**src/rtl/apb_bridge_nslv_pkg.sv**
```systemverilog
// apb_bridge_pkg: bridge FSM states, AHB HTRANS codes and APB byte-strobe helper
package apb_bridge_pkg;
    typedef enum logic [2:0] {IDLE, WDATA, SETUP, ACCESS, DONE, ERR1, ERR2} state_t;
    localparam logic [1:0] HTRANS_IDLE   = 2'b00;
    localparam logic [1:0] HTRANS_BUSY   = 2'b01;
    localparam logic [1:0] HTRANS_NONSEQ = 2'b10;
    localparam logic [1:0] HTRANS_SEQ    = 2'b11;
    function automatic logic [3:0] strb_gen(input logic [2:0] size, input logic [1:0] a);
        return size == 3'd0 ? 4'b0001 << a : size == 3'd1 ? (a[1] ? 4'b1100 : 4'b0011) : 4'b1111;
    endfunction
endpackage

```
**src/rtl/apb_bridge_nslv_if.sv**
```systemverilog
// apb_bridge_nslv_if: AHB-Lite slave side, APB master side and status lines of the bridge
// slave modport = bridge view; master modport = AHB master plus APB peripherals view.
interface apb_bridge_nslv_if #(
    parameter int ADDR_WIDTH = 16,
    parameter int NUM_SLV    = 4
);
    logic                    HSEL;
    logic [ADDR_WIDTH-1:0]   HADDR;
    logic [1:0]              HTRANS;
    logic                    HWRITE;
    logic [2:0]              HSIZE;
    logic                    HREADY;
    logic [31:0]             HWDATA;
    logic                    HREADYOUT;
    logic [31:0]             HRDATA;
    logic                    HRESP;
    logic [ADDR_WIDTH-1:0]   PADDR;
    logic [NUM_SLV-1:0]      PSEL;
    logic                    PENABLE;
    logic                    PWRITE;
    logic [31:0]             PWDATA;
    logic [3:0]              PSTRB;
    logic [NUM_SLV*32-1:0]   PRDATA;
    logic [NUM_SLV-1:0]      PREADY;
    logic [NUM_SLV-1:0]      PSLVERR;
    logic                    APBACTIVE;
    logic                    TIMEOUT_IRQ;
    modport slave (
        input  HSEL, HADDR, HTRANS, HWRITE, HSIZE, HREADY, HWDATA, PRDATA, PREADY, PSLVERR,
        output HREADYOUT, HRDATA, HRESP, PADDR, PSEL, PENABLE, PWRITE, PWDATA, PSTRB, APBACTIVE, TIMEOUT_IRQ
    );
    modport master (
        output HSEL, HADDR, HTRANS, HWRITE, HSIZE, HREADY, HWDATA, PRDATA, PREADY, PSLVERR,
        input  HREADYOUT, HRDATA, HRESP, PADDR, PSEL, PENABLE, PWRITE, PWDATA, PSTRB, APBACTIVE, TIMEOUT_IRQ
    );
endinterface

```
**src/rtl/apb_bridge_nslv_rsp_mux.sv**
```systemverilog
// apb_bridge_rsp_mux: selects one slave's PRDATA/PREADY/PSLVERR by slot; out-of-range slot reads as zero
// Ports: prdata_i/pready_i/pslverr_i concatenated slave responses, slot_i index, *_o selected response.
module apb_bridge_rsp_mux #(
    parameter int NUM_SLV = 4
) (
    input  logic [NUM_SLV*32-1:0] prdata_i,
    input  logic [NUM_SLV-1:0]    pready_i,
    input  logic [NUM_SLV-1:0]    pslverr_i,
    input  logic [3:0]            slot_i,
    output logic [31:0]           rdata_o,
    output logic                  ready_o,
    output logic                  err_o
);
    always_comb begin
        rdata_o = '0;
        ready_o = 1'b0;
        err_o   = 1'b0;
        for (int k = 0; k < NUM_SLV; k++) begin
            if (slot_i == 4'(k)) begin
                rdata_o = prdata_i[32*k +: 32];
                ready_o = pready_i[k];
                err_o   = pslverr_i[k];
            end
        end
    end
endmodule

```
**src/rtl/apb_bridge_nslv.sv**
```systemverilog
// apb_bridge_nslv: AHB-Lite to APB3/APB4 bridge with N-port slave decode and response mux
// Ports: HCLK, RESETn (async active-low), bus (apb_bridge_nslv_if.slave: AHB slave, APB master,
// APBACTIVE clock-gating hint, TIMEOUT_IRQ). Define APB_TIMEOUT_EN to add the ACCESS watchdog.
module apb_bridge_nslv
    import apb_bridge_pkg::*;
#(
    parameter int ADDR_WIDTH     = 16,
    parameter int NUM_SLV        = 4,
    parameter int DEC_LSB        = 12,
    parameter int REGISTER_RDATA = 1,
    parameter int TIMEOUT_CYC    = 255
) (
    input logic              HCLK,
    input logic              RESETn,
    apb_bridge_nslv_if.slave bus
);
    state_t                state_q, state_d;
    logic [ADDR_WIDTH-1:0] addr_q, addr_d;
    logic                  write_q, write_d;
    logic [3:0]            slot_q, slot_d, pstrb_q, pstrb_d, hslot;
    logic [31:0]           pwdata_q, pwdata_d, rdata_q, rdata_d, s_rdata;
    logic                  s_ready, s_err, rd_fast, accept, timeout;

    if (NUM_SLV < 1 || NUM_SLV > 16 || TIMEOUT_CYC < 1 || DEC_LSB + 4 > ADDR_WIDTH) begin : g_bad_cfg
        $error("apb_bridge_nslv: illegal parameter set");
    end

    apb_bridge_rsp_mux #(.NUM_SLV(NUM_SLV)) u_rsp_mux (
        .prdata_i  (bus.PRDATA),
        .pready_i  (bus.PREADY),
        .pslverr_i (bus.PSLVERR),
        .slot_i    (slot_q),
        .rdata_o   (s_rdata),
        .ready_o   (s_ready),
        .err_o     (s_err)
    );

    assign hslot   = bus.HADDR[DEC_LSB+3:DEC_LSB];
    // Unregistered read completing in ACCESS returns data now and frees the bus for a new address
    assign rd_fast = state_q == ACCESS && s_ready && !s_err && !write_q && REGISTER_RDATA == 0;
    assign accept  = (state_q == IDLE || state_q == DONE || rd_fast) && bus.HSEL && bus.HREADY &&
                     (bus.HTRANS == HTRANS_NONSEQ || bus.HTRANS == HTRANS_SEQ);

    always_comb begin
        state_d  = state_q;
        addr_d   = addr_q;
        write_d  = write_q;
        slot_d   = slot_q;
        pstrb_d  = pstrb_q;
        pwdata_d = pwdata_q;
        rdata_d  = rdata_q;
        case (state_q)
            WDATA: begin
                pwdata_d = bus.HWDATA;
                state_d  = SETUP;
            end
            SETUP: state_d = ACCESS;
            ACCESS: begin
                if (s_ready) begin
                    // Writes always finish through DONE so HRDATA keeps the last read value
                    state_d = s_err ? ERR1 : (write_q || REGISTER_RDATA != 0) ? DONE : IDLE;
                    rdata_d = (s_err || write_q) ? rdata_q : s_rdata;
                end else if (timeout) begin
                    state_d = ERR1;
                end
            end
            ERR1:    state_d = ERR2;
            default: state_d = IDLE;
        endcase
        if (accept) begin
            addr_d  = bus.HADDR;
            write_d = bus.HWRITE;
            slot_d  = hslot;
            pstrb_d = bus.HWRITE ? strb_gen(bus.HSIZE, bus.HADDR[1:0]) : 4'b0000;
            state_d = int'(hslot) >= NUM_SLV ? ERR1 : bus.HWRITE ? WDATA : SETUP;
        end
    end

    always_ff @(posedge HCLK or negedge RESETn) begin
        if (!RESETn) begin
            state_q  <= IDLE;
            addr_q   <= '0;
            write_q  <= 1'b0;
            slot_q   <= '0;
            pstrb_q  <= '0;
            pwdata_q <= '0;
            rdata_q  <= '0;
        end else begin
            state_q  <= state_d;
            addr_q   <= addr_d;
            write_q  <= write_d;
            slot_q   <= slot_d;
            pstrb_q  <= pstrb_d;
            pwdata_q <= pwdata_d;
            rdata_q  <= rdata_d;
        end
    end

`ifdef APB_TIMEOUT_EN
    logic [15:0] cnt_q;
    logic        irq_q;
    // A PREADY in the final allowed cycle completes normally instead of timing out
    assign timeout = state_q == ACCESS && !s_ready && cnt_q == 16'(TIMEOUT_CYC - 1);
    always_ff @(posedge HCLK or negedge RESETn) begin
        if (!RESETn) begin
            cnt_q <= '0;
            irq_q <= 1'b0;
        end else begin
            cnt_q <= state_q == SETUP ? '0 : (state_q == ACCESS && !s_ready) ? cnt_q + 16'd1 : cnt_q;
            irq_q <= timeout;
        end
    end
    assign bus.TIMEOUT_IRQ = irq_q;
`else
    assign timeout         = 1'b0;
    assign bus.TIMEOUT_IRQ = 1'b0;
`endif

    assign bus.PADDR     = {addr_q[ADDR_WIDTH-1:2], 2'b00};
    assign bus.PSEL      = (state_q == SETUP || state_q == ACCESS) ? NUM_SLV'(1) << slot_q : '0;
    assign bus.PENABLE   = state_q == ACCESS;
    assign bus.PWRITE    = write_q;
    assign bus.PWDATA    = pwdata_q;
    assign bus.PSTRB     = pstrb_q;
    assign bus.HREADYOUT = state_q == IDLE || state_q == DONE || state_q == ERR2 || rd_fast;
    assign bus.HRESP     = state_q == ERR1 || state_q == ERR2;
    assign bus.HRDATA    = rd_fast ? s_rdata : rdata_q;
    assign bus.APBACTIVE = state_q != IDLE || accept;
endmodule

```
**src/flat_wrapper.sv**
```systemverilog
// flat-port wrapper written by rule: the top's interface ports become plain ports
module apb_bridge_nslv_flat import apb_bridge_pkg::*;
#(
    parameter int ADDR_WIDTH     = 16,
    parameter int NUM_SLV        = 4,
    parameter int DEC_LSB        = 12,
    parameter int REGISTER_RDATA = 1,
    parameter int TIMEOUT_CYC    = 255
)
  (HCLK, RESETn, bus_HSEL, bus_HADDR, bus_HTRANS, bus_HWRITE, bus_HSIZE, bus_HREADY, bus_HWDATA, bus_PRDATA, bus_PREADY, bus_PSLVERR, bus_HREADYOUT, bus_HRDATA, bus_HRESP, bus_PADDR, bus_PSEL, bus_PENABLE, bus_PWRITE, bus_PWDATA, bus_PSTRB, bus_APBACTIVE, bus_TIMEOUT_IRQ);
  apb_bridge_nslv_if #(.ADDR_WIDTH(ADDR_WIDTH), .NUM_SLV(NUM_SLV)) bus_i ();
  input logic HCLK;
  input logic RESETn;
  input wire logic [$bits(bus_i.HSEL)-1:0] bus_HSEL;
  input wire logic [$bits(bus_i.HADDR)-1:0] bus_HADDR;
  input wire logic [$bits(bus_i.HTRANS)-1:0] bus_HTRANS;
  input wire logic [$bits(bus_i.HWRITE)-1:0] bus_HWRITE;
  input wire logic [$bits(bus_i.HSIZE)-1:0] bus_HSIZE;
  input wire logic [$bits(bus_i.HREADY)-1:0] bus_HREADY;
  input wire logic [$bits(bus_i.HWDATA)-1:0] bus_HWDATA;
  input wire logic [$bits(bus_i.PRDATA)-1:0] bus_PRDATA;
  input wire logic [$bits(bus_i.PREADY)-1:0] bus_PREADY;
  input wire logic [$bits(bus_i.PSLVERR)-1:0] bus_PSLVERR;
  output wire logic [$bits(bus_i.HREADYOUT)-1:0] bus_HREADYOUT;
  output wire logic [$bits(bus_i.HRDATA)-1:0] bus_HRDATA;
  output wire logic [$bits(bus_i.HRESP)-1:0] bus_HRESP;
  output wire logic [$bits(bus_i.PADDR)-1:0] bus_PADDR;
  output wire logic [$bits(bus_i.PSEL)-1:0] bus_PSEL;
  output wire logic [$bits(bus_i.PENABLE)-1:0] bus_PENABLE;
  output wire logic [$bits(bus_i.PWRITE)-1:0] bus_PWRITE;
  output wire logic [$bits(bus_i.PWDATA)-1:0] bus_PWDATA;
  output wire logic [$bits(bus_i.PSTRB)-1:0] bus_PSTRB;
  output wire logic [$bits(bus_i.APBACTIVE)-1:0] bus_APBACTIVE;
  output wire logic [$bits(bus_i.TIMEOUT_IRQ)-1:0] bus_TIMEOUT_IRQ;
  assign bus_i.HSEL = bus_HSEL;
  assign bus_i.HADDR = bus_HADDR;
  assign bus_i.HTRANS = bus_HTRANS;
  assign bus_i.HWRITE = bus_HWRITE;
  assign bus_i.HSIZE = bus_HSIZE;
  assign bus_i.HREADY = bus_HREADY;
  assign bus_i.HWDATA = bus_HWDATA;
  assign bus_i.PRDATA = bus_PRDATA;
  assign bus_i.PREADY = bus_PREADY;
  assign bus_i.PSLVERR = bus_PSLVERR;
  assign bus_HREADYOUT = bus_i.HREADYOUT;
  assign bus_HRDATA = bus_i.HRDATA;
  assign bus_HRESP = bus_i.HRESP;
  assign bus_PADDR = bus_i.PADDR;
  assign bus_PSEL = bus_i.PSEL;
  assign bus_PENABLE = bus_i.PENABLE;
  assign bus_PWRITE = bus_i.PWRITE;
  assign bus_PWDATA = bus_i.PWDATA;
  assign bus_PSTRB = bus_i.PSTRB;
  assign bus_APBACTIVE = bus_i.APBACTIVE;
  assign bus_TIMEOUT_IRQ = bus_i.TIMEOUT_IRQ;
  apb_bridge_nslv #(.ADDR_WIDTH(ADDR_WIDTH), .NUM_SLV(NUM_SLV), .DEC_LSB(DEC_LSB), .REGISTER_RDATA(REGISTER_RDATA), .TIMEOUT_CYC(TIMEOUT_CYC)) u_core (.HCLK(HCLK), .RESETn(RESETn), .bus(bus_i));
endmodule
```
**config.mk**
```make
export PLATFORM = sky130hd
export DESIGN_NAME = apb_bridge_nslv_flat
export DESIGN_NICKNAME = d
export VERILOG_FILES = /design/src/rtl/apb_bridge_nslv_pkg.sv /design/src/rtl/apb_bridge_nslv_if.sv /design/src/rtl/apb_bridge_nslv_rsp_mux.sv /design/src/rtl/apb_bridge_nslv.sv /design/src/flat_wrapper.sv
export SDC_FILE = /design/constraint.sdc
export NUM_CORES = 1
export LEC_CHECK = 0
export ABC_CLOCK_PERIOD_IN_PS = 2040
export CORE_ASPECT_RATIO = 1.2
export CORE_MARGIN = 4
export CORE_UTILIZATION = 32
export CTS_CLUSTER_SIZE = 24
export DETAILED_ROUTE_END_ITERATION = 12
export GPL_ROUTABILITY_DRIVEN = 0
export PLACE_DENSITY = 0.77
export RECOVER_POWER = 25
export SLEW_MARGIN = 20
export SYNTH_ARGS = -nofsm -noshare
export SYNTH_HDL_FRONTEND = slang
export SYNTH_SLANG_ARGS = --single-unit
```
**constraint.sdc**
```tcl
create_clock -name HCLK -period 2.04 [get_ports HCLK]
set_input_delay 0.51 -clock HCLK [delete_from_list [all_inputs] [get_ports HCLK]]
set_output_delay 0.51 -clock HCLK [all_outputs]
set_load 0.02 [all_outputs]
```
==> out/metrics.csv <==
metric;value;unit
outcome;finished, violations left;
violations;negative setup slack;
die-area;15200;µm²
routed_wl;16.0;mm
dr.pass1.iters;4;
routed_via_density;4.92;
num_vias;4250;
critPathSlowestCell;dfrtp_2;
peakVddDrop;0.829;mV
setup_ws;-0.112;ns
worstPathArrival;2.36;ns
required;2.25;ns
synth_mux_area_share;20.7;%
postLayoutCellArea;8080;µm²
synth_compound_area_share;12.3;%
period_needed;2.15;ns
cts_buffer_depth;2;
r2r_start;u_core.slot_q[2]$_DFFE_PN0P_;
fp.dieW;113;µm
synthSimpleGateAreaFrac;11.8;%
setup_viol;31;
reg2reg_slack;-0.11;ns
drc;0;
p_total;0.0117;W
cpMostUsedCell;buf_6;
start_kind;flip-flop;
seq_area;2160;µm²
nets;889;
wl_per_cell;18.5;µm
dpl_cell_area;7450;µm²
cts_max_level;3;
cap_viol_max_count;0;
clk_latency;0.33;ns
worstHoldPathType;in -> async;
cellPowerDensity;1450;nW/µm²
row_count;45;
grt_use_total;20.1;%
ioPinCount;288;
max-slew-margin-rel;35.4;%
cts_hold_buf;0;
ys_seq_elements;86;
synth_seq_area_share;50.7;%
grt-ovfl-total;0;
synthDistinctLibCells;34;
r2r_end;u_core.bus.HRDATA[26]$_DFFE_PN0P_;
drv_slew;0;
antenna_found_initial;1;
period_share;105;%
clock_sinks;86;
syn-instance-count;383;
cts-root-buf;clkbuf_16;
synthAdderAreaFrac;0;%
crit_chain;buf_6, buf_6, nor3_4, buf_6, a21oi_4, nor4_4, buf_6, buf_12, buf_16, mux2_4;
die_y;134;µm
synth_xor_area_share;0.206;%
yosys_warnings;0;
multi_input_area;2120;µm²
synthToLayoutAreaGrowth;90.4;%
fin_worst_skew;0.00941;ns
critical_path.max_stage_delay;0.43;ns
critical_path_class;reg -> reg;
max_freq;0.465;GHz
first_global_vias;4525;
cts_tree;done;
endpoint_kind;flip-flop;
worst_pin_slew;0.970;ns
fillers;1017;
cts_made_buffers;9;
drive_gt1_share;22.6;%
drtIter0Drc;186;
layout_commonest_cell;clkdlybuf4s50_1;
syn_area_per_cell;11.1;µm²
critPathMaxFanout;7;
portBuffers;283;
finalHoldViolations;0;
synthesis.area;4250;µm²
antennaDiodeCount;0;
grt_max_degree;39;
place_hpwl;12.0;mm
rr_worst_depth;10;
timing.hold.ws;0.243;ns
core;12800;µm²
clk_pin_slew;0.07;ns
synth_top_family_by_area;multiplexers;
rsz0062_at_grt;true;
initial_core_util;33.1;%
grt_pass1_wl;24.1;mm
p_leak;3.49;nW
ant_nets;0;
layout_common_cells;clkdlybuf4s50_1, nand2_1, dfrtp_1;
-- worst max-delay path: cells and delay by family, from the launching register on --
family          cells  cell delay (ns)
buf+inv             6             0.76
simple gates        2             0.46
flops               1             0.43
mux                 1             0.30
compound gates      1             0.06
-- layer usage --
layer / up-vias / track usage, % / routed length (µm)
met4: 2 / 6.48 / 354
met5: - / 0 / 10
met2: 205 / 36.5 / 8200
met1: 2035 / 21.5 / 5710
li1: 1986 / - / -
met3: 22 / 7.58 / 1720
-- cells by family after synthesis --
family / count (synthesis)
buf+inv: 36
flops: 86
xor+xnor: 1
other cells: 1
simple gates: 114
compound gates: 73
mux: 72
-- stage by stage --
step | setup WS [ns] | util [%] | TNS [ns] | instances
after floorplan | -0.0686 | - | -1.68 | 385
after global placement | -0.302 | 58.0 | -9.77 | 835
after detailed placement | -0.305 | 58.0 | -9.36 | 835
after CTS | -0.193 | 62.8 | -5.81 | 864
after global routing | -0.178 | 63.0 | -4.56 | 864
final | -0.112 | 63.0 | -2.17 | 864
-- synth_stat cells --
cell type,number,area (µm²)
buf_6,3,33.8
a21oi_1,5,25.0
or3b_4,1,11.3
nand3_1,2,10.0
nor2b_1,3,18.8
and3_1,1,6.26
o21ai_0,7,35.0
inv_1,8,30.0
buf_1,1,3.75
buf_4,5,37.5
and2_1,5,31.3
and4bb_2,1,12.5
clkbuf_1,15,56.3
nor4_4,1,21.3
mux2_1,3,33.8
mux4_2,5,113
a22o_1,2,17.5
mux2i_1,7,70.1
a22oi_1,55,413
or3_1,1,6.26
conb_1,1,3.75
a211oi_1,2,15.0
nor4_1,1,6.26
nor3_1,5,25.0
xor2_1,1,8.76
o211ai_1,1,7.51
nand2_1,89,334
mux2_4,5,75.1
nor2_1,3,11.3
dfrtp_1,86,2150
a211o_1,1,8.76
buf_2,4,20.0
mux2_2,52,586
nor2_2,1,6.26
-- area by class of cell --
type                       instances  share of cell area (%)
clock buffer                       9                    2.79
sequential                        86                    26.7
timing repair buffer             327                    40.5
clock inverter                     7                   0.898
tap                              164                    2.54
multi-input combinational        263                    26.2
inverter                           8                   0.372
-- report_power, final --
part	total, W	internal, W	switching (W)
combinational	0.00700	0.00369	0.00331
sequential	0.00307	0.00256	0.000510
clock	0.00162	0.000950	0.000667
-- sequential cells by signal, indices dropped and copies added, names as in the netlist --
signal	count
u_core.bus.PWRITE	1
u_core.slot_q	4
u_core.state_q	3
u_core.bus.PWDATA	32
u_core.bus.HRDATA	32
u_core.bus.PSTRB	4
u_core.addr_q	10
-- how the worst max path moves through the flow --
stage | cells after the start | startpoint | end
floorplan | 6 | u_core.slot_q[3]$_DFFE_PN0P_ | u_core.bus.HRDATA[11]$_DFFE_PN0P_
global placement | 8 | bus_PSLVERR[1] | u_core.bus.HRDATA[11]$_DFFE_PN0P_
global route | 10 | u_core.slot_q[2]$_DFFE_PN0P_ | u_core.bus.HRDATA[26]$_DFFE_PN0P_
CTS | 10 | u_core.slot_q[3]$_DFFE_PN0P_ | u_core.bus.HRDATA[11]$_DFFE_PN0P_
finish | 10 | u_core.slot_q[2]$_DFFE_PN0P_ | u_core.bus.HRDATA[26]$_DFFE_PN0P_
detailed placement | 9 | bus_PSLVERR[1] | u_core.bus.HRDATA[1]$_DFFE_PN0P_
-- repair_timing --
action	4_1_cts	5_1_grt
pin swaps	4	6
cloned	3	0
setup buffers	11	3
resized for setup	66	32
setup endpoints to repair	41	41
Note: power is estimated with default switching activity, not from simulation.
